$ cat config.mk
export PLATFORM = sky130hd
export DESIGN_NAME = pc_redirect_ctrl
export DESIGN_NICKNAME = d
export VERILOG_FILES = /design/src/rtl/pc_pkg.sv /design/src/rtl/redirect_counter.sv /design/src/rtl/pc_redirect_ctrl.sv
export SDC_FILE = /design/constraint.sdc
export NUM_CORES = 1
export LEC_CHECK = 0
export CORE_ASPECT_RATIO = 0.7
export CORE_MARGIN = 4
export CORE_UTILIZATION = 46
export DETAILED_ROUTE_END_ITERATION = 10
export PLACE_DENSITY = 0.86
export SETUP_SLACK_MARGIN = 0.02
export SYNTH_ARGS = -nofsm -noshare
export SYNTH_HDL_FRONTEND = slang
export SYNTH_SLANG_ARGS = --single-unit
$ cat constraint.sdc
create_clock -name clk -period 2.81 [get_ports clk]
set_input_delay 0.281 -clock clk [delete_from_list [all_inputs] [get_ports clk]]
set_output_delay 0.281 -clock clk [all_outputs]
set_load 0.005 [all_outputs]
$ cat src/rtl/pc_pkg.sv
// Shared types and constants for the PC redirect control path: FSM states,
// request kinds and the {PCorBranch, Jump, jr} select encodings of the PC mux.
package pc_pkg;

  typedef enum logic [1:0] {
    ST_RUN     = 2'd0,
    ST_PEND    = 2'd1,
    ST_JR_WAIT = 2'd2
  } state_e;

  typedef enum logic [1:0] {
    REQ_NONE = 2'd0,
    REQ_BR   = 2'd1,
    REQ_J    = 2'd2,
    REQ_JR   = 2'd3
  } req_e;

  localparam logic [2:0] SEL_PC4 = 3'b000;
  localparam logic [2:0] SEL_BR  = 3'b100;
  localparam logic [2:0] SEL_J   = 3'b010;
  localparam logic [2:0] SEL_JR  = 3'b001;

  localparam logic [31:0] DEFAULT_RESET_PC = 32'h0000_0000;

  function automatic logic [2:0] req_sel(input req_e kind);
    case (kind)
      REQ_BR:  return SEL_BR;
      REQ_J:   return SEL_J;
      REQ_JR:  return SEL_JR;
      default: return SEL_PC4;
    endcase
  endfunction

endpackage

$ cat src/rtl/redirect_counter.sv
// Saturating up-counter of taken redirects; sticks at all-ones.
module redirect_counter #(
  parameter int CNT_W = 16
) (
  input  logic             clk,
  input  logic             rst_n,
  input  logic             en_i,
  output logic [CNT_W-1:0] cnt_o
);

  logic [CNT_W-1:0] cnt_q;

  // NOTE: sequential state uses non-blocking assignments so every flop samples pre-edge values.
  always_ff @(posedge clk or negedge rst_n) begin
    if (!rst_n) begin
      cnt_q <= '0;
    end else if (en_i && (cnt_q != {CNT_W{1'b1}})) begin
      cnt_q <= cnt_q + {{(CNT_W-1){1'b0}}, 1'b1};
    end
  end

  assign cnt_o = cnt_q;

endmodule

$ cat src/rtl/pc_redirect_ctrl.sv
// PC register plus redirect control: resolves ID branch/jump/jr requests into
// one-hot PC mux selects, and flushes IF/ID or holds ID until the redirect lands.
module pc_redirect_ctrl #(
  parameter logic [31:0] RESET_PC = pc_pkg::DEFAULT_RESET_PC,
  parameter int          CNT_W    = 16
) (
  input  logic             clk,
  input  logic             rst_n,
  input  logic [31:0]      pc_next,
  input  logic             stall,
  input  logic             imem_ready,
  input  logic             br_taken,
  input  logic             jump_req,
  input  logic             jr_req,
  input  logic             jr_rs_hazard,
  output logic [31:0]      pc,
  output logic [31:0]      pc4,
  output logic             PCorBranch,
  output logic             Jump,
  output logic             jr,
  output logic             flush_ifid,
  output logic             hold_id,
  output logic             multi_req_err,
  output logic [CNT_W-1:0] redirect_cnt
);

  import pc_pkg::*;

  state_e      state_q, state_d;
  req_e        kind_q, kind_d;
  req_e        win, fire_kind;
  logic [31:0] pc_q, pc_d;
  logic        err_q;
  logic        advance, fire, hold, pc_ld, multi;
  logic [1:0]  nreq;

  assign advance = imem_ready & ~stall;
  assign nreq    = {1'b0, br_taken} + {1'b0, jump_req} + {1'b0, jr_req};
  assign multi   = (nreq > 2'd1);

  always_comb begin
    if (jr_req)        win = REQ_JR;
    else if (jump_req) win = REQ_J;
    else if (br_taken) win = REQ_BR;
    else               win = REQ_NONE;
  end

  // NOTE: every signal gets a default before the case so no path leaves one unassigned (no latches).
  always_comb begin
    state_d   = state_q;
    kind_d    = kind_q;
    fire      = 1'b0;
    fire_kind = REQ_NONE;
    hold      = 1'b0;
    pc_ld     = 1'b0;
    case (state_q)
      ST_RUN: begin
        if ((win == REQ_JR) && jr_rs_hazard) begin
          hold    = 1'b1;
          state_d = ST_JR_WAIT;
          kind_d  = REQ_JR;
        end else if (win != REQ_NONE) begin
          if (advance) begin
            fire      = 1'b1;
            fire_kind = win;
          end else begin
            hold    = 1'b1;
            state_d = ST_PEND;
            kind_d  = win;
          end
        end else begin
          pc_ld = advance;
        end
      end
      ST_PEND: begin
        // ID is frozen here, so live request inputs are deliberately ignored.
        if (advance) begin
          fire      = 1'b1;
          fire_kind = kind_q;
          state_d   = ST_RUN;
          kind_d    = REQ_NONE;
        end else begin
          hold = 1'b1;
        end
      end
      ST_JR_WAIT: begin
        if (advance && !jr_rs_hazard) begin
          fire      = 1'b1;
          fire_kind = REQ_JR;
          state_d   = ST_RUN;
          kind_d    = REQ_NONE;
        end else begin
          hold = 1'b1;
        end
      end
      default: begin
        state_d = ST_RUN;
        kind_d  = REQ_NONE;
      end
    endcase
  end

  assign pc_d = (pc_ld || fire) ? pc_next : pc_q;

  always_ff @(posedge clk or negedge rst_n) begin
    if (!rst_n) begin
      state_q <= ST_RUN;
      kind_q  <= REQ_NONE;
      pc_q    <= RESET_PC;
      err_q   <= 1'b0;
    end else begin
      state_q <= state_d;
      kind_q  <= kind_d;
      pc_q    <= pc_d;
      if (multi) err_q <= 1'b1;
    end
  end

  redirect_counter #(.CNT_W(CNT_W)) u_cnt (
    .clk   (clk),
    .rst_n (rst_n),
    .en_i  (fire),
    .cnt_o (redirect_cnt)
  );

  // Handshake outputs are forced low while reset is asserted, even with live requests.
  assign {PCorBranch, Jump, jr} = (fire && rst_n) ? req_sel(fire_kind) : SEL_PC4;
  assign flush_ifid    = fire & rst_n;
  assign hold_id       = hold & rst_n;
  assign multi_req_err = err_q;
  assign pc            = pc_q;
  assign pc4           = pc_q + 32'd4;

endmodule

==> results of run 1 <==
final cells by class:
class | count | area [µm²]
Clock buffer | 5 | 68.8
Clock inverter | 3 | 65.1
Fill cell | 466 | 1680
Inverter | 4 | 15.0
Multi-Input combinational cell | 207 | 1560
Sequential cell | 53 | 1340
Tap cell | 78 | 97.6
Timing Repair Buffer | 144 | 1390
cell families after synthesis:
group	count (synthesis)	synth area share, %
DFF	53	45.1
muxes	33	12.6
adders and majority gates	3	1.28
and+or+nand+nor	109	21.1
xor gates and xnor gates	43	13.3
buffers and inverters	14	2.47
AOI/OAI and AO/OA	19	4.08
flip-flops by register name (all words and copies together) (netlist names):
signal	cells
multi_req_err	1
state_q	2
u_cnt.cnt_o	16
pc	32
kind_q	2
through the flow:
stage / worst slack (ns) / utilization, %
after floorplan: 0.966 / -
after global placement: 0.367 / 68.7
after detailed placement: 0.335 / 68.7
after CTS: 0.0215 / 71.0
after global routing: -0.0110 / 73.0
final: 0.160 / 73.0
worst max-delay path, cell delays in order, from the launching register on:
cell                              delay [ns]
sky130_fd_sc_hd__dfrtp_1                0.40
sky130_fd_sc_hd__ha_1                   0.22
sky130_fd_sc_hd__and4_4                 0.26
sky130_fd_sc_hd__nor3b_4                0.25
sky130_fd_sc_hd__buf_4                  0.18
sky130_fd_sc_hd__nand3_1                0.11
sky130_fd_sc_hd__xnor2_1                0.15
sky130_fd_sc_hd__clkdlybuf4s50_1        0.51
placed cells by master, fill, tap and decap left out, drive strengths merged:
cell and instances:
clkdlybuf4s50 124, dfrtp 53, nand2 33, mux2 33, xnor2 30, buf 20, nand3 14, nor2 13
xor2 13, nand4 13, nor3 6, and3 6, o21ai 6, a21oi 5, clkbuf 5, inv 4
nor4 4, and4 4, ha 3, nor3b 3, nor2b 2, nand2b 2, o22ai 2, nor4bb 2
bufinv 2, and2 2, or2 1, and2b 1, or3 1, a21boi 1, o21bai 1, a31oi 1
o21ba 1, a221oi 1, a211o 1, or4 1, or4b 1, clkinv 1
routing by layer:
layer	wire (µm)	vias up
li1	-	1250
met1	3730	1292
met2	3680	96
met3	578	13
met4	136	0
met5	0	-
power breakdown:
part | internal, W | total (W) | leakage [nW] | switching [W]
logic | 0.00138 | 0.00205 | 1.12 | 0.000672
registers | 0.00105 | 0.00141 | 0.642 | 0.000369
clock network | 0.000354 | 0.000605 | 0.0681 | 0.000251
what timing repair did:
action                     CTS  global route
setup endpoints to repair    3            15
pin swaps                    1             4
buffers inserted             1            12
resized for setup            0            15
how the worst max path moves through the flow:
stage	from	end	slack [ns]
3_5_place_dp	pc[12]	pc4[29]	0.34
5_1_grt	pc[2]	pc4[14]	-0.01
2_1_floorplan	pc[2]	pc4[22]	0.97
6_report	pc[2]	pc4[14]	0.16
4_1_cts	pc[12]	pc4[29]	0.02
3_3_place_gp	pc[12]	pc4[29]	0.37
==> impl_metrics.ini, run 1 <==
[outcome]
status = finished clean

[global_routing]
global_route.usage.total_pct = 21.0
use_met1_pct = 28.6
grt_pass1_vias = 2593
grt_antenna_before_repair = 0
grt-busiest-layer = met2
globalRoute.totalOverflow = 0
grt_pass1_wl_um = 13200
met2_usage_pct = 33.3
grt_use_met3_pct = 6.17
grt_start_max_net_pins = 54

[critical_path]
critPathKind = reg -> out
timing.critical_path.to_type = primary output
startpoint_of_the_worst_slack_reg_to_reg_timing_path = state_q[0]
worst_reg2reg_path_length_in_cells = 5
crit_fanout = 4
cp.arrival_ns = 2.37
r2r-end = u_cnt.cnt_o[6]
reg2reg_setup_slack_ns = 0.84
worstPathRequired_ns = 2.53
setup.worst_path.start_class = flop

[floorplan]
ioPinCount = 126
die-area_um2 = 7760
initial_core_util_pct = 47.3
die_h_um = 74.9
floorplan.rows = 24
core_area_um2 = 6220
die_w_um = 104

[synth]
synth_largest_type_area_fraction_pct = 45.1
ys_warn_count = 0
synth_edf_count = 0
synth_area_um2 = 2940
synth_area_leaders = sky130_fd_sc_hd__dfrtp_1 45%, sky130_fd_sc_hd__mux2_2 13%, sky130_fd_sc_hd__xnor2_1 8.3%, sky130_fd_sc_hd__nand2_1 4.2%, sky130_fd_sc_hd__xor2_1 3.9%
syn_inst = 274
synth_most_common_cell = sky130_fd_sc_hd__dfrtp_1
synth_commonest_cells = 53 x sky130_fd_sc_hd__dfrtp_1, 33 x sky130_fd_sc_hd__mux2_2, 33 x sky130_fd_sc_hd__nand2_1, 28 x sky130_fd_sc_hd__xnor2_1, 14 x sky130_fd_sc_hd__nand3_1
post_synth.cell_area_avg_um2 = 10.7
yosys.cell_types.count = 43
syn_nets = 317
library_cell_occupying_the_most_area_in_the_post_synthesis_netlist = sky130_fd_sc_hd__dfrtp_1
ys_dominant_reg_cell = sky130_fd_sc_hd__dfrtp_1
sequential_share_of_the_synthesized_area_pct = 45.1
async_flop_share_pct = 100
yosys_register_bits = 53

[detailed_routing]
drc = 0
vias_per_inst = 5.37
avg_wl_per_cell_um = 16.4
postRouteWirelength_um = 8120
drt_pre_antenna_iters = 4
routed-via-count = 2651
initialDrtViolationCount = 67
route.antenna.remaining_nets = 0

[cts]
numClockSinks = 53
worstSkewPairLatency_ns = 0.30
clk_path_buf_depth = 2
inserted_clock_buffers = 5
cts.root.buffer_cell = sky130_fd_sc_hd__clkbuf_8
clk_transition_reported_paths_ns = 0.10
tritoncts = yes
hold_buffers = 0
clock_tree.htree_level_count = 2

[finish]
stdcell_area_um2 = 4540
num-nets-final = 458
areaGrowthSynthToFinish_pct = 54.2
final_layout_size_suffix_gt1_share_pct = 20.7
diodes = 0
finish.cell_count_without_fillers = 494

[hold_path]
min_path_type = in -> async

[timing]
finClkSkew_ns = 0.00796
fmaxAchievable_ghz = 0.377
period_needed_ns = 2.65
finalHoldViolCount = 0
grt_setup_unrepaired = yes
fin_worst_hold_slack_ns = 0.148
tightest_slew_ns = 0.677
final-max-slew-violation-count = 0
timing.max_slew.rel_slack_pct = 54.9
setup-tns-final_ns = 0
fin_crit_sh_pct = 94.3
setup_viol_count_final = 0

[power]
powerDensity_nw_per_um2 = 896
cellLeakagePower_nw = 1.83
total_power_w = 0.00407
worst_ir_drop_vdd_mv = 0.451

[placement]
globalplace.congestion = 0.797
post_dp_cell_area_um2 = 4270
dp_hpwl_um = 6150
port-buffer-count = 125
post-place-cells = 473

[run]
timing.max_cap.violations = 0
Power figures use the tool's default switching activity.
==> inputs of run 2 (changes only) <==
--- a/config.mk
+++ b/config.mk
@@ -7,9 +7,9 @@
 export LEC_CHECK = 0
 export CORE_ASPECT_RATIO = 0.7
 export CORE_MARGIN = 4
-export CORE_UTILIZATION = 46
+export CORE_UTILIZATION = 50
 export DETAILED_ROUTE_END_ITERATION = 10
-export PLACE_DENSITY = 0.86
+export DONT_BUFFER_PORTS = 1
 export SETUP_SLACK_MARGIN = 0.02
 export SYNTH_ARGS = -nofsm -noshare
 export SYNTH_HDL_FRONTEND = slang
==> run 2 against run 1 <==
Against the previous run: setup slack better by 0.16 ns; sequential cell count unchanged; clock skew shrank 0.0011 ns; via count down 23%; maximum frequency increased by 6.3%; largest cell class unchanged; critical path type unchanged; hold slack lost 0.055 ns.
==> impl_metrics.ini, run 2 (same netlist as run 1, synthesis figures left out) <==
[outcome]
status = finished clean

[cts]
clk_transition_reported_paths_ns = 0.10
worstSkewPairLatency_ns = 0.30
clock_tree.htree_level_count = 2
inserted_clock_buffers = 5
tritoncts = yes
cts.root.buffer_cell = sky130_fd_sc_hd__clkbuf_8
post-cts-setup-buffer-count = 0
numClockSinks = 53
clk_path_buf_depth = 2

[power]
worst_ir_drop_vdd_mv = 0.454
cellLeakagePower_nw = 1.27
switchingPower_w = 0.00109
clock_power_share_pct = 16.9
powerDensity_nw_per_um2 = 877
sw_frac_of_total_pct = 39.7
comb_power_share_pct = 28.6
power.share.sequential_pct = 54.5
internal_power_w = 0.00165

[detailed_routing]
route.antenna.remaining_nets = 0
drc = 0
postRouteWirelength_um = 6670
drt_pre_antenna_iters = 4
initialDrtViolationCount = 76
vias_per_inst = 5.83
routed-via-count = 2040
avg_wl_per_cell_um = 19.0

[finish]
num-nets-final = 317
final_layout_size_suffix_gt1_share_pct = 20.4
diodes = 0
fillers = 522
top_library_cells_by_usage_in_the_layout_fill_and_taps_aside = 53 x sky130_fd_sc_hd__dfrtp_1, 33 x sky130_fd_sc_hd__nand2_1, 33 x sky130_fd_sc_hd__mux2_2, 28 x sky130_fd_sc_hd__xnor2_1, 14 x sky130_fd_sc_hd__nand3_1
number_of_flip_flops_in_the_largest_register = 32
areaGrowthSynthToFinish_pct = 6.17
final_common_cell = sky130_fd_sc_hd__dfrtp_1
stdcell_area_um2 = 3120

[critical_path]
worstPathRequired_ns = 2.53
timing.critical_path.to_type = primary output
setup.worst_path.start_class = flop
critPathKind = reg -> out
cp.arrival_ns = 2.21
crit_fanout = 7

[floorplan]
die_w_um = 99.7
die_h_um = 72.2
die-area_um2 = 7190
initial_core_util_pct = 51.6
floorplan.rows = 23
ioPinCount = 126
core_area_um2 = 5700

[timing]
period_needed_ns = 2.49
fmaxAchievable_ghz = 0.401
grt_setup_unrepaired = no
timing.max_slew.rel_slack_pct = 46.6
finClkSkew_ns = 0.00687
setup_viol_count_final = 0
fin_worst_hold_slack_ns = 0.0929
fin_crit_sh_pct = 88.7
final-max-slew-violation-count = 0
setup-tns-final_ns = 0
tightest_slew_ns = 0.801
finalHoldViolCount = 0

[run]
timing.max_cap.violations = 0

[global_routing]
grt_pass1_vias = 2011
grt_pass1_wl_um = 10700
globalRoute.totalOverflow = 0
global_route.usage.total_pct = 18.7
grt_start_max_net_pins = 54
grt_antenna_before_repair = 0

[placement]
port-buffer-count = 0
dp_hpwl_um = 4960
post_dp_cell_area_um2 = 2990
globalplace.congestion = 0.795

[hold_path]
min_path_type = in -> reg
-- run 2: cell count changes in the layout (fill, tap and decap cells not counted), sizes merged --
cell,previous run,this run
buf,20,2
inv,4,5
dlygate4sd3,0,1
clkbuf,5,6
clkdlybuf4s50,124,0
bufinv,2,0
-- run 2: per-layer routing --
| metal | routed length (µm) | up-vias | global-route usage (%) | part of all wire, % |
|---|---|---|---|---|
| met4 | 29 | 0 | 4.09 | 0.44 |
| met1 | 3120 | 994 | 26.6 | 47 |
| li1 | - | 960 | - | - |
| met2 | 2920 | 84 | 27.2 | 44 |
| met5 | 0 | - | 0 | 0 |
| met3 | 592 | 2 | 7.20 | 8.9 |
-- run 2: worst paths after layout --
kind / from / to / slack (ns) / cells past startpoint
max: pc[7] / pc4[27] / 0.32 / 5
min: pc_next[11] / pc[11] / 0.09 / 2
max reg2reg: state_q[0] / u_cnt.cnt_o[1] / 0.67 / 4
min reg2reg: kind_q[0] / kind_q[0] / 0.52 / 1
max in group asynchronous: rst_n / u_cnt.cnt_o[0] / 2.06 / 2
min in group asynchronous: rst_n / pc[12] / 0.54 / 2
-- run 2: repair_timing --
action / in CTS / in global routing
endpoints found under the hold margin: 53 / 0
hold buffers: 2 / 0
gates resized for setup: 0 / 0
-- run 2: final cells by class --
type | count | area (µm²) | area share, %
clock buffer | 6 | 82.6 | 2.64
clock inverter | 2 | 17.5 | 0.561
inverter | 4 | 15.0 | 0.481
multi-input combinational | 207 | 1540 | 49.4
sequential | 53 | 1330 | 42.5
tap | 75 | 93.8 | 3.00
timing repair buffer | 3 | 45.0 | 1.44
-- run 2: worst max-delay path, stage by stage (launching register included) --
cell and delay, ns:
sky130_fd_sc_hd__dfrtp_1 0.50, sky130_fd_sc_hd__nand4_2 0.22, sky130_fd_sc_hd__nor4_4 0.46, sky130_fd_sc_hd__nand4_1 0.31
sky130_fd_sc_hd__nor2_1 0.21, sky130_fd_sc_hd__xor2_1 0.21
-- run 2: power groups by stage --
stage | Clock [W] | Sequential (W) | Combinational, W
finish | 0.000462 | 0.00149 | 0.000783
floorplan | 0 | 0.00137 | 0.000702
CTS | 0.000483 | 0.00150 | 0.000804
detailed placement | 0 | 0.00151 | 0.000780
global route | 0.000519 | 0.00156 | 0.000880
global placement | 0 | 0.00150 | 0.000769
-- run 2: metrics by stage --
step           utilization [%]  setup slack, ns  cells  power [W]
2_1_floorplan                -            0.966    274    0.00207
3_3_place_gp              52.4            0.617    340    0.00227
3_5_place_dp              52.4            0.610    340    0.00229
4_1_cts                   54.8            0.263    350    0.00278
5_1_grt                   54.8           0.0895    350    0.00296
6_report                  54.8            0.318    350    0.00274
